--- src/rtl/rover_nav_sequencer.sv ---
// Rover navigation sequencer: synchronised line/obstacle arbitration driving a registered motor command.
// Optional input debounce filter is enabled by defining NAV_DEBOUNCE_EN.
module rover_nav_sequencer #(
  parameter int CNT_W           = 16,
  parameter int REV_CYCLES      = 2000,
  parameter int TURN_CYCLES     = 3000,
  parameter int FWD_CYCLES      = 5000,
  parameter int REACQ_CYCLES    = 8000,
  parameter int LOST_CYCLES     = 4000,
  parameter int DEBOUNCE_CYCLES = 8
) (
  input  logic       clk,
  input  logic       reset,
  input  logic       enable,
  input  logic [2:0] induct,
  input  logic       proxim,
  output logic [3:0] motor_cmd,
  output logic [2:0] state_out,
  output logic       avoid_active,
  output logic       line_lost
);

  typedef enum logic [2:0] {
    S_IDLE       = 3'd0,
    S_FOLLOW     = 3'd1,
    S_AVOID_REV  = 3'd2,
    S_AVOID_TURN = 3'd3,
    S_AVOID_FWD  = 3'd4,
    S_REACQUIRE  = 3'd5,
    S_LOST       = 3'd6
  } state_t;

  typedef enum logic {
    TURN_LEFT  = 1'b0,
    TURN_RIGHT = 1'b1
  } turn_t;

  localparam logic [3:0] M_STOP  = 4'b0000;
  localparam logic [3:0] M_FWD   = 4'b0110;
  localparam logic [3:0] M_LEFT  = 4'b1010;
  localparam logic [3:0] M_RIGHT = 4'b0101;
  localparam logic [3:0] M_REV   = 4'b1001;

  localparam logic [CNT_W-1:0] REV_LAST   = CNT_W'(REV_CYCLES - 1);
  localparam logic [CNT_W-1:0] TURN_LAST  = CNT_W'(TURN_CYCLES - 1);
  localparam logic [CNT_W-1:0] FWD_LAST   = CNT_W'(FWD_CYCLES - 1);
  localparam logic [CNT_W-1:0] REACQ_LAST = CNT_W'(REACQ_CYCLES - 1);
  localparam logic [CNT_W-1:0] LOST_LIMIT = CNT_W'(LOST_CYCLES);

  localparam longint CNT_SPAN = longint'(1) << CNT_W;

  if (REV_CYCLES < 1 || longint'(REV_CYCLES) >= CNT_SPAN ||
      TURN_CYCLES < 1 || longint'(TURN_CYCLES) >= CNT_SPAN ||
      FWD_CYCLES < 1 || longint'(FWD_CYCLES) >= CNT_SPAN ||
      REACQ_CYCLES < 1 || longint'(REACQ_CYCLES) >= CNT_SPAN ||
      LOST_CYCLES < 1 || longint'(LOST_CYCLES) >= CNT_SPAN ||
      DEBOUNCE_CYCLES < 2) begin : g_bad_params
    $error("rover_nav_sequencer: cycle parameter out of range");
  end

  logic [2:0] induct_s1, induct_s2, induct_f;
  logic       proxim_s1, proxim_s2, proxim_f;

  always_ff @(posedge clk) begin
    if (reset) begin
      induct_s1 <= '0;
      induct_s2 <= '0;
      proxim_s1 <= 1'b0;
      proxim_s2 <= 1'b0;
    end else begin
      induct_s1 <= induct;
      induct_s2 <= induct_s1;
      proxim_s1 <= proxim;
      proxim_s2 <= proxim_s1;
    end
  end

`ifdef NAV_DEBOUNCE_EN
  localparam int DB_W = $clog2(DEBOUNCE_CYCLES);
  localparam logic [DB_W-1:0] DB_LAST = DB_W'(DEBOUNCE_CYCLES - 1);

  logic [2:0]      induct_cand;
  logic [DB_W-1:0] induct_dcnt;
  logic            proxim_cand;
  logic [DB_W-1:0] proxim_dcnt;

  // The first cycle a new value differs from its predecessor counts as stable cycle 1.
  always_ff @(posedge clk) begin
    if (reset) begin
      induct_cand <= '0;
      induct_dcnt <= '0;
      induct_f    <= '0;
      proxim_cand <= 1'b0;
      proxim_dcnt <= '0;
      proxim_f    <= 1'b0;
    end else begin
      induct_cand <= induct_s2;
      if (induct_s2 == induct_f) induct_dcnt <= '0;
      else if (induct_s2 != induct_cand) induct_dcnt <= DB_W'(1);
      else if (induct_dcnt == DB_LAST) begin
        induct_f    <= induct_s2;
        induct_dcnt <= '0;
      end else induct_dcnt <= induct_dcnt + 1'b1;

      proxim_cand <= proxim_s2;
      if (proxim_s2 == proxim_f) proxim_dcnt <= '0;
      else if (proxim_s2 != proxim_cand) proxim_dcnt <= DB_W'(1);
      else if (proxim_dcnt == DB_LAST) begin
        proxim_f    <= proxim_s2;
        proxim_dcnt <= '0;
      end else proxim_dcnt <= proxim_dcnt + 1'b1;
    end
  end
`else
  always_comb begin
    induct_f = induct_s2;
    proxim_f = proxim_s2;
  end
`endif

  state_t           state, state_nx;
  turn_t            last_turn, last_turn_nx;
  logic [CNT_W-1:0] cnt, cnt_nx, cnt_inc;
  logic [3:0]       motor_nx;
  logic             line_seen;

  always_ff @(posedge clk) begin
    if (reset) begin
      state     <= S_IDLE;
      cnt       <= '0;
      last_turn <= TURN_LEFT;
      motor_cmd <= M_STOP;
    end else begin
      state     <= state_nx;
      cnt       <= cnt_nx;
      last_turn <= last_turn_nx;
      motor_cmd <= motor_nx;
    end
  end

  // Motor command is registered from the state being entered, so it stays aligned with state_out.
  always_comb begin
    state_nx     = state;
    last_turn_nx = last_turn;
    motor_nx     = M_STOP;
    line_seen    = (induct_f != 3'b000);
    cnt_inc      = (cnt == '1) ? cnt : cnt + 1'b1;
    cnt_nx       = cnt_inc;

    case (state)
      S_IDLE:   state_nx = S_FOLLOW;
      S_FOLLOW: begin
        if (proxim_f) state_nx = S_AVOID_REV;
        else if (line_seen) cnt_nx = '0;
        else if (cnt == LOST_LIMIT) state_nx = S_LOST;
      end
      S_AVOID_REV:  if (cnt == REV_LAST) state_nx = S_AVOID_TURN;
      S_AVOID_TURN: if (cnt == TURN_LAST) state_nx = S_AVOID_FWD;
      S_AVOID_FWD: begin
        if (proxim_f) state_nx = S_AVOID_REV;
        else if (cnt == FWD_LAST) state_nx = S_REACQUIRE;
      end
      S_REACQUIRE: begin
        if (proxim_f) state_nx = S_AVOID_REV;
        else if (cnt == REACQ_LAST) state_nx = S_LOST;
        else if (line_seen) state_nx = S_FOLLOW;
      end
      S_LOST:  if (line_seen) state_nx = S_FOLLOW;
      default: state_nx = S_IDLE;
    endcase

    if (!enable) state_nx = S_IDLE;
    if (state_nx != state || state_nx == S_IDLE || state_nx == S_LOST) cnt_nx = '0;

    case (state_nx)
      S_FOLLOW: begin
        case (induct_f)
          3'b010, 3'b111, 3'b101: motor_nx = M_FWD;
          3'b100, 3'b110: begin
            motor_nx     = M_LEFT;
            last_turn_nx = TURN_LEFT;
          end
          3'b001, 3'b011: begin
            motor_nx     = M_RIGHT;
            last_turn_nx = TURN_RIGHT;
          end
          default: motor_nx = (last_turn == TURN_RIGHT) ? M_RIGHT : M_LEFT;
        endcase
      end
      S_AVOID_REV:  motor_nx = M_REV;
      S_AVOID_TURN: motor_nx = M_RIGHT;
      S_AVOID_FWD:  motor_nx = M_FWD;
      S_REACQUIRE:  motor_nx = M_LEFT;
      default:      motor_nx = M_STOP;
    endcase
  end

  always_comb begin
    state_out    = state;
    avoid_active = (state == S_AVOID_REV) || (state == S_AVOID_TURN) ||
                   (state == S_AVOID_FWD) || (state == S_REACQUIRE);
    line_lost    = (state == S_LOST);
  end

endmodule

--- config.mk ---
export PLATFORM = sky130hd
export DESIGN_NAME = rover_nav_sequencer
export DESIGN_NICKNAME = d
export VERILOG_FILES = /design/src/rtl/rover_nav_sequencer.sv
export SDC_FILE = /design/constraint.sdc
export NUM_CORES = 1
export LEC_CHECK = 0
export ABC_AREA = 1
export ABC_CLOCK_PERIOD_IN_PS = 2500
export CORE_MARGIN = 4
export CORE_UTILIZATION = 45
export DETAILED_ROUTE_END_ITERATION = 12
export PLACE_DENSITY = 0.72
export SYNTH_ARGS = -nofsm -noshare
export SYNTH_HDL_FRONTEND = slang
export SYNTH_SLANG_ARGS = --single-unit
--- constraint.sdc ---
create_clock -name clk -period 2.5 [get_ports clk]
set_input_delay 0.625 -clock clk [delete_from_list [all_inputs] [get_ports clk]]
set_output_delay 0.625 -clock clk [all_outputs]
set_load 0.02 [all_outputs]
==> run summary <==
Status: finished clean
Worst skew pair latency: 280 ps
Initial Util: 0.4647
Via Count: 1842
# nets final: 336
Hold_buf cts: 0
Finish-stage setup viols: 0
Worst rel slew slack: 0.6248
Sw Share: 0.2403
Initial DRC Count: 117
DRT antenna net count: 0
CTS Buffer Depth: 2
Unrepaired setup endpoints after global routing: no
Slowest stage delay, CP: 590 ps
PwrDens: 483.0 mW/mm^2
Pin count of the biggest net entering global routing: 17
# clock sinks: 32
VDD IR max: 0.0002242 V
Post-DP HPWL: 3145 um
CP Capture Type: output port
Internal: 0.8608 mW
FMAX: 423.5 MHz
Antenna Cells: 0
Final instance area: 0.002346 mm^2
Area delta synth->final: 16.75%
FF+latch count, synth: 32
CTS Root Buffer Type: clkbuf_8
Hold Path Origin: induct_s1[1]
Syn nets: 317
Synth Warn #: 0
Tot Pwr: 1.133 mW
Syn Area/Cell: 6.524 um^2
Final hold violation count: 0
Routed length per instance: 11.11 um
Final Cycle Share: 0.9445
Drt first pass iters: 4
CP max FO: 9
Total track usage: 0.1618
Clock skew: 1.642 ps
Sw Pwr: 0.2723 mW
Post-DP Area: 0.002201 mm^2
Combinational power share: 0.086
Total CTS buffers: 5
CP Buf/Inv Count: 2
Leakage power: 1.053 nW
CTS tree: done
Crit path kind: reg2out
Slew at the pin closest to its max-slew limit: 561.4 ps
Vias in the first global route: 1599
Req. time, crit path: 1880 ps
Top cell type's share of synthesized area: 0.3188
Final max-slew violation count: 0
Syn Std Cell Area: 0.002009 mm^2
CP max stage cell: clkdlybuf4s50_1
Final Critical Period: 2361 ps
Post-Route Setup TNS: 0 ps
Top-level I/O count: 16
Width of the die: 74.83 um
Row count: 24
CP Launch Type: flop
Clock share of power: 0.446
Sequential cell area fraction in the yosys report: 0.3188
MaxCap Viol Count: 0
Total global routing overflow: 0
Initial antenna violation count: 0
Mapped Cells: 308
Unique masters post-synth: 29
Core area: 0.004324 mm^2
First-pass GRT wire length: 6996 um
Buffers on Ports: 15
Largest cells by area after synthesis: dfxtp_1 (32%), nand2_1 (13%), nor2_1 (9.3%)
Final wirelength: 4223 um
Vias per cell: 4.847
Share of cells above drive strength 1: 0.1677
Routability congestion estimate: 0.8510
Sequential Power Share: 0.467
Die Span Y: 74.83 um
DIE AREA: 0.005599 mm^2
Delay-heaviest family, CP: buffers and inverters
Worst R2R Start: cnt[0]
Cell type with the highest aggregate area in the netlist: dfxtp_1
Worst-path cell chain: inv_1, nor3_4, a21oi_1, nand2_1, clkdlybuf4s50_1
CP arrival: 1740 ps
HP Class: reg2reg
Critical Path Source: state_out[0]
Residual DRC count: 0
Clock Pin Slew Worst Setup and Hold Paths: 70 ps
H-tree Lvls: 2
## repair_timing
action,4_1_cts,5_1_grt
resized for setup,1,3
buffers inserted,0,1
setup endpoints to repair,1,17
endpoints found under the hold margin,0,0
pin swaps,0,1
## through the flow
stage	hold WS, ps	setup slack [ps]	cells	util
after floorplan	388.3	469.4	308	-
after global placement	391.3	279.1	371	0.5090
after detailed placement	393.7	244.1	371	0.5090
after global routing	426.5	16.29	380	0.5425
final	402.8	138.7	380	0.5425
after CTS	404.6	3.678	379	0.5359
## cells in the final DEF (no fill, tap or decap), types with 2 or more instances in the layout
| cell type | instances |
|---|---|
| a21oi_1 | 8 |
| clkbuf_8 | 5 |
| clkdlybuf4s50_1 | 15 |
| dfxtp_1 | 29 |
| dfxtp_2 | 3 |
| ha_1 | 2 |
| inv_1 | 41 |
| inv_2 | 8 |
| nand2_1 | 71 |
| nand2_2 | 7 |
| nand3_1 | 31 |
| nand3_2 | 4 |
| nand4_1 | 3 |
| nor2_1 | 50 |
| nor2_2 | 8 |
| nor2_4 | 12 |
| o211ai_1 | 7 |
| o21ai_0 | 8 |
| xor2_1 | 2 |
## flip-flops by register name, summed over array words and instances, names as in the netlist
name       count
motor_cmd      4
proxim_f       1
induct_s1      3
state_out      3
last_turn      1
induct_f       3
proxim_s1      1
cnt           16
## worst reg2reg max path, delay by kind of cell (launching register included)
family                   cells  cell delay, ps
adder cells (fa/ha/maj)      1             210
AND/OR/NAND/NOR              9            1120
XOR/XNOR                     1             120
buffers and inverters        3             240
flip-flops                   1             400
## Yosys cell counts
library cell,count
nand3_2,4
buf_6,1
ha_1,2
clkbuf_1,2
nand3_4,1
xor2_1,2
a21oi_1,8
a22oi_1,1
nor3_2,1
nor2_4,12
nand2_2,7
o31ai_1,1
nor2_2,8
inv_2,8
nor2_1,50
a21boi_2,1
nand3_1,31
nand4_1,3
buf_2,1
nor4_1,1
inv_1,41
o21ai_0,8
o21bai_1,1
nand2_1,71
o211ai_1,7
buf_4,1
nor3_1,1
dfxtp_1,32
xnor2_1,1
## layer usage
layer  vias to the layer above  routed length, um  track usage
li1                        998                  -            -
met1                       812               2059       0.2195
met2                        25               1917       0.2485
met3                         7                178      0.03605
met4                         0                 68      0.06522
met5                         -                  0            0
## path summary, 6_finish.rpt
| check | endpoint | slack (ps) | cells after the start |
|---|---|---|---|
| max reg2reg | cnt[9] | 360 | 14 |
| min | induct_f[1] | 400 | 2 |
| max | avoid_active | 140 | 5 |
| min reg2reg | induct_f[1] | 400 | 2 |
## final cells by class
| cell class | count | area, um^2 |
|---|---|---|
| flip-flops and latches | 32 | 644.4 |
| repair buffers | 17 | 177.7 |
| clock buffers | 5 | 68.82 |
| fillers | 450 | 1978 |
| clock inverters | 3 | 46.29 |
| multi-input cells | 222 | 1160 |
| inverters | 49 | 183.9 |
| well taps | 52 | 65.06 |
## logic make-up (layout without fill, tap and decap cells)
logic type,after synthesis,in the layout,synth area share
AO/OA/AOI/OAI,27,27,0.08282
XOR/XNOR,3,3,0.01308
adder cells (fa/ha/maj),2,2,0.01245
buffers and inverters,54,74,0.1071
flip-flops,32,32,0.3188
AND/OR/NAND/NOR,190,190,0.4658
## power by group through the flow
stage	combinational, mW	sequential [mW]	clock (mW)
2_1_floorplan	0.0585	0.545	0
3_3_place_gp	0.0935	0.541	0
3_5_place_dp	0.0941	0.541	0
4_1_cts	0.0946	0.529	0.524
5_1_grt	0.109	0.531	0.539
6_report	0.0978	0.530	0.506
(Power assumes the default switching activity.)
==> edit: new RTL, same settings <==
Add an input register stage for `enable`, `induct` and `proxim`, with the module's reset; this delays them by one clock.
--- a/src/rtl/rover_nav_sequencer.sv
+++ b/src/rtl/rover_nav_sequencer.sv
@@ -49,6 +49,22 @@
 
   localparam longint CNT_SPAN = longint'(1) << CNT_W;
 
+  logic enable_q;
+  logic [2:0] induct_q;
+  logic proxim_q;
+
+  always_ff @(posedge clk) begin
+    if (reset) begin
+      enable_q <= '0;
+      induct_q <= '0;
+      proxim_q <= '0;
+    end else begin
+      enable_q <= enable;
+      induct_q <= induct;
+      proxim_q <= proxim;
+    end
+  end
+
   if (REV_CYCLES < 1 || longint'(REV_CYCLES) >= CNT_SPAN ||
       TURN_CYCLES < 1 || longint'(TURN_CYCLES) >= CNT_SPAN ||
       FWD_CYCLES < 1 || longint'(FWD_CYCLES) >= CNT_SPAN ||
@@ -68,9 +84,9 @@
       proxim_s1 <= 1'b0;
       proxim_s2 <= 1'b0;
     end else begin
-      induct_s1 <= induct;
+      induct_s1 <= induct_q;
       induct_s2 <= induct_s1;
-      proxim_s1 <= proxim;
+      proxim_s1 <= proxim_q;
       proxim_s2 <= proxim_s1;
     end
   end
@@ -169,7 +185,7 @@
       default: state_nx = S_IDLE;
     endcase
 
-    if (!enable) state_nx = S_IDLE;
+    if (!enable_q) state_nx = S_IDLE;
     if (state_nx != state || state_nx == S_IDLE || state_nx == S_LOST) cnt_nx = '0;
 
     case (state_nx)
Function: changed (Yosys sat finds a counterexample within 4 cycles, from zero or initial values and one cycle with reset high).
==> edit against the unedited design <==
  * Wire length is 7.0% higher
  * Worst setup slack worse by 0.067 ns
  * Sequential share of layout area is 3.1 points higher
  * Cell area is 3.5% higher
  * Synthesized cell count is 3.2% higher
  * Sequential cell count is 5 higher
  * Total power is 15% higher
  * Synthesized area is 3.1% higher
  * Critical path type unchanged
  * Largest cell class unchanged
  * Highest routed layer unchanged
==> edit: results (changes against the unedited design) <==
[outcome]
outcome=finished clean

[yosys]
ys_seq_elements=37  ; +16%
synth_area_leaders=dfxtp_1, nand2_1, nor2_1, inv_1, nand3_1
synth.avg_cell_area_sq_um=6.51  ; -0.19%
syn-num-nets=327  ; +3.2%
yosysSeqAreaShare_pct=35.8  ; +3.9 points

[setup_path]
reg2reg_depth=10  ; -4
cpPeakStageDelay_ns=0.65  ; +0.06 ns

[routing]
routedLengthMet1_um=2140  ; +3.9%
wl_met2_um=2090  ; +8.8%
wl_um=4520  ; +7.0%
viasPerCell=4.99  ; +2.9%
met3_wirelength_um=205  ; +15%

[power]
p_leak_nw=1.12  ; +6.3%
pwr-share-clk_pct=48.6  ; +4.0 points
p_comb_uw=64.4  ; -34%
peakVddDrop_uv=309  ; +38%

[final_layout]
nonClockBufferCount=18  ; +1
fillers=416  ; -7.6%
seq-cell-share_pct=30.6  ; +3.1 points
nNonClkInverters=53  ; +8.2%
final-clk-cell-share_pct=5.67  ; +0.76 points
nonClkBufAreaFrac_pct=7.21  ; -0.36 points

[sta]
skew_ns=0.00695  ; +0.00530 ns

[global_route]
grt_usage_pct=16.2  ; about the same
use_met2_pct=24.7  ; -0.14 points
grt_pass1_vias=1608  ; +0.56%
use_met1_pct=22.7  ; +0.74 points
grt_max_degree=21  ; +4
grt_pass1_wl_um=7160  ; +2.4%

[placement]
gp_congestion=0.953  ; +12%
placedCellCount=383  ; +3.2%
place_area_sq_um=2280  ; +3.5%

[clock_network]
cts_resized=2  ; +1

## edit: cell count changes after synthesis, sizes merged, moves of 2 or more
| cell | unedited run | this run |
|---|---|---|
| dfxtp | 32 | 37 |
| nand2 | 78 | 73 |
| inv | 49 | 53 |
| nor2 | 70 | 74 |
| nand3b | 0 | 3 |
| o21ai | 8 | 5 |
| a21oi | 8 | 6 |
| nand3 | 36 | 34 |
| nor3 | 2 | 4 |
## edit: final timing paths
kind / start / endpoint / slack, ns
setup / recovery: state_out[2] / line_lost / 0.07
setup reg to reg: cnt[0] / cnt[4] / 0.26
hold reg to reg: induct_s1[1] / induct_f[1] / 0.41
hold / removal: induct_s1[1] / induct_f[1] / 0.41
## edit: cells by family after synthesis
group                      synth area share, %
DFF                                       35.8
xor gates and xnor gates                  1.69
buffers and inverters                     11.1
and+or+nand+nor                           43.3
AOI/OAI and AO/OA                         7.01
adders and majority gates                 1.21
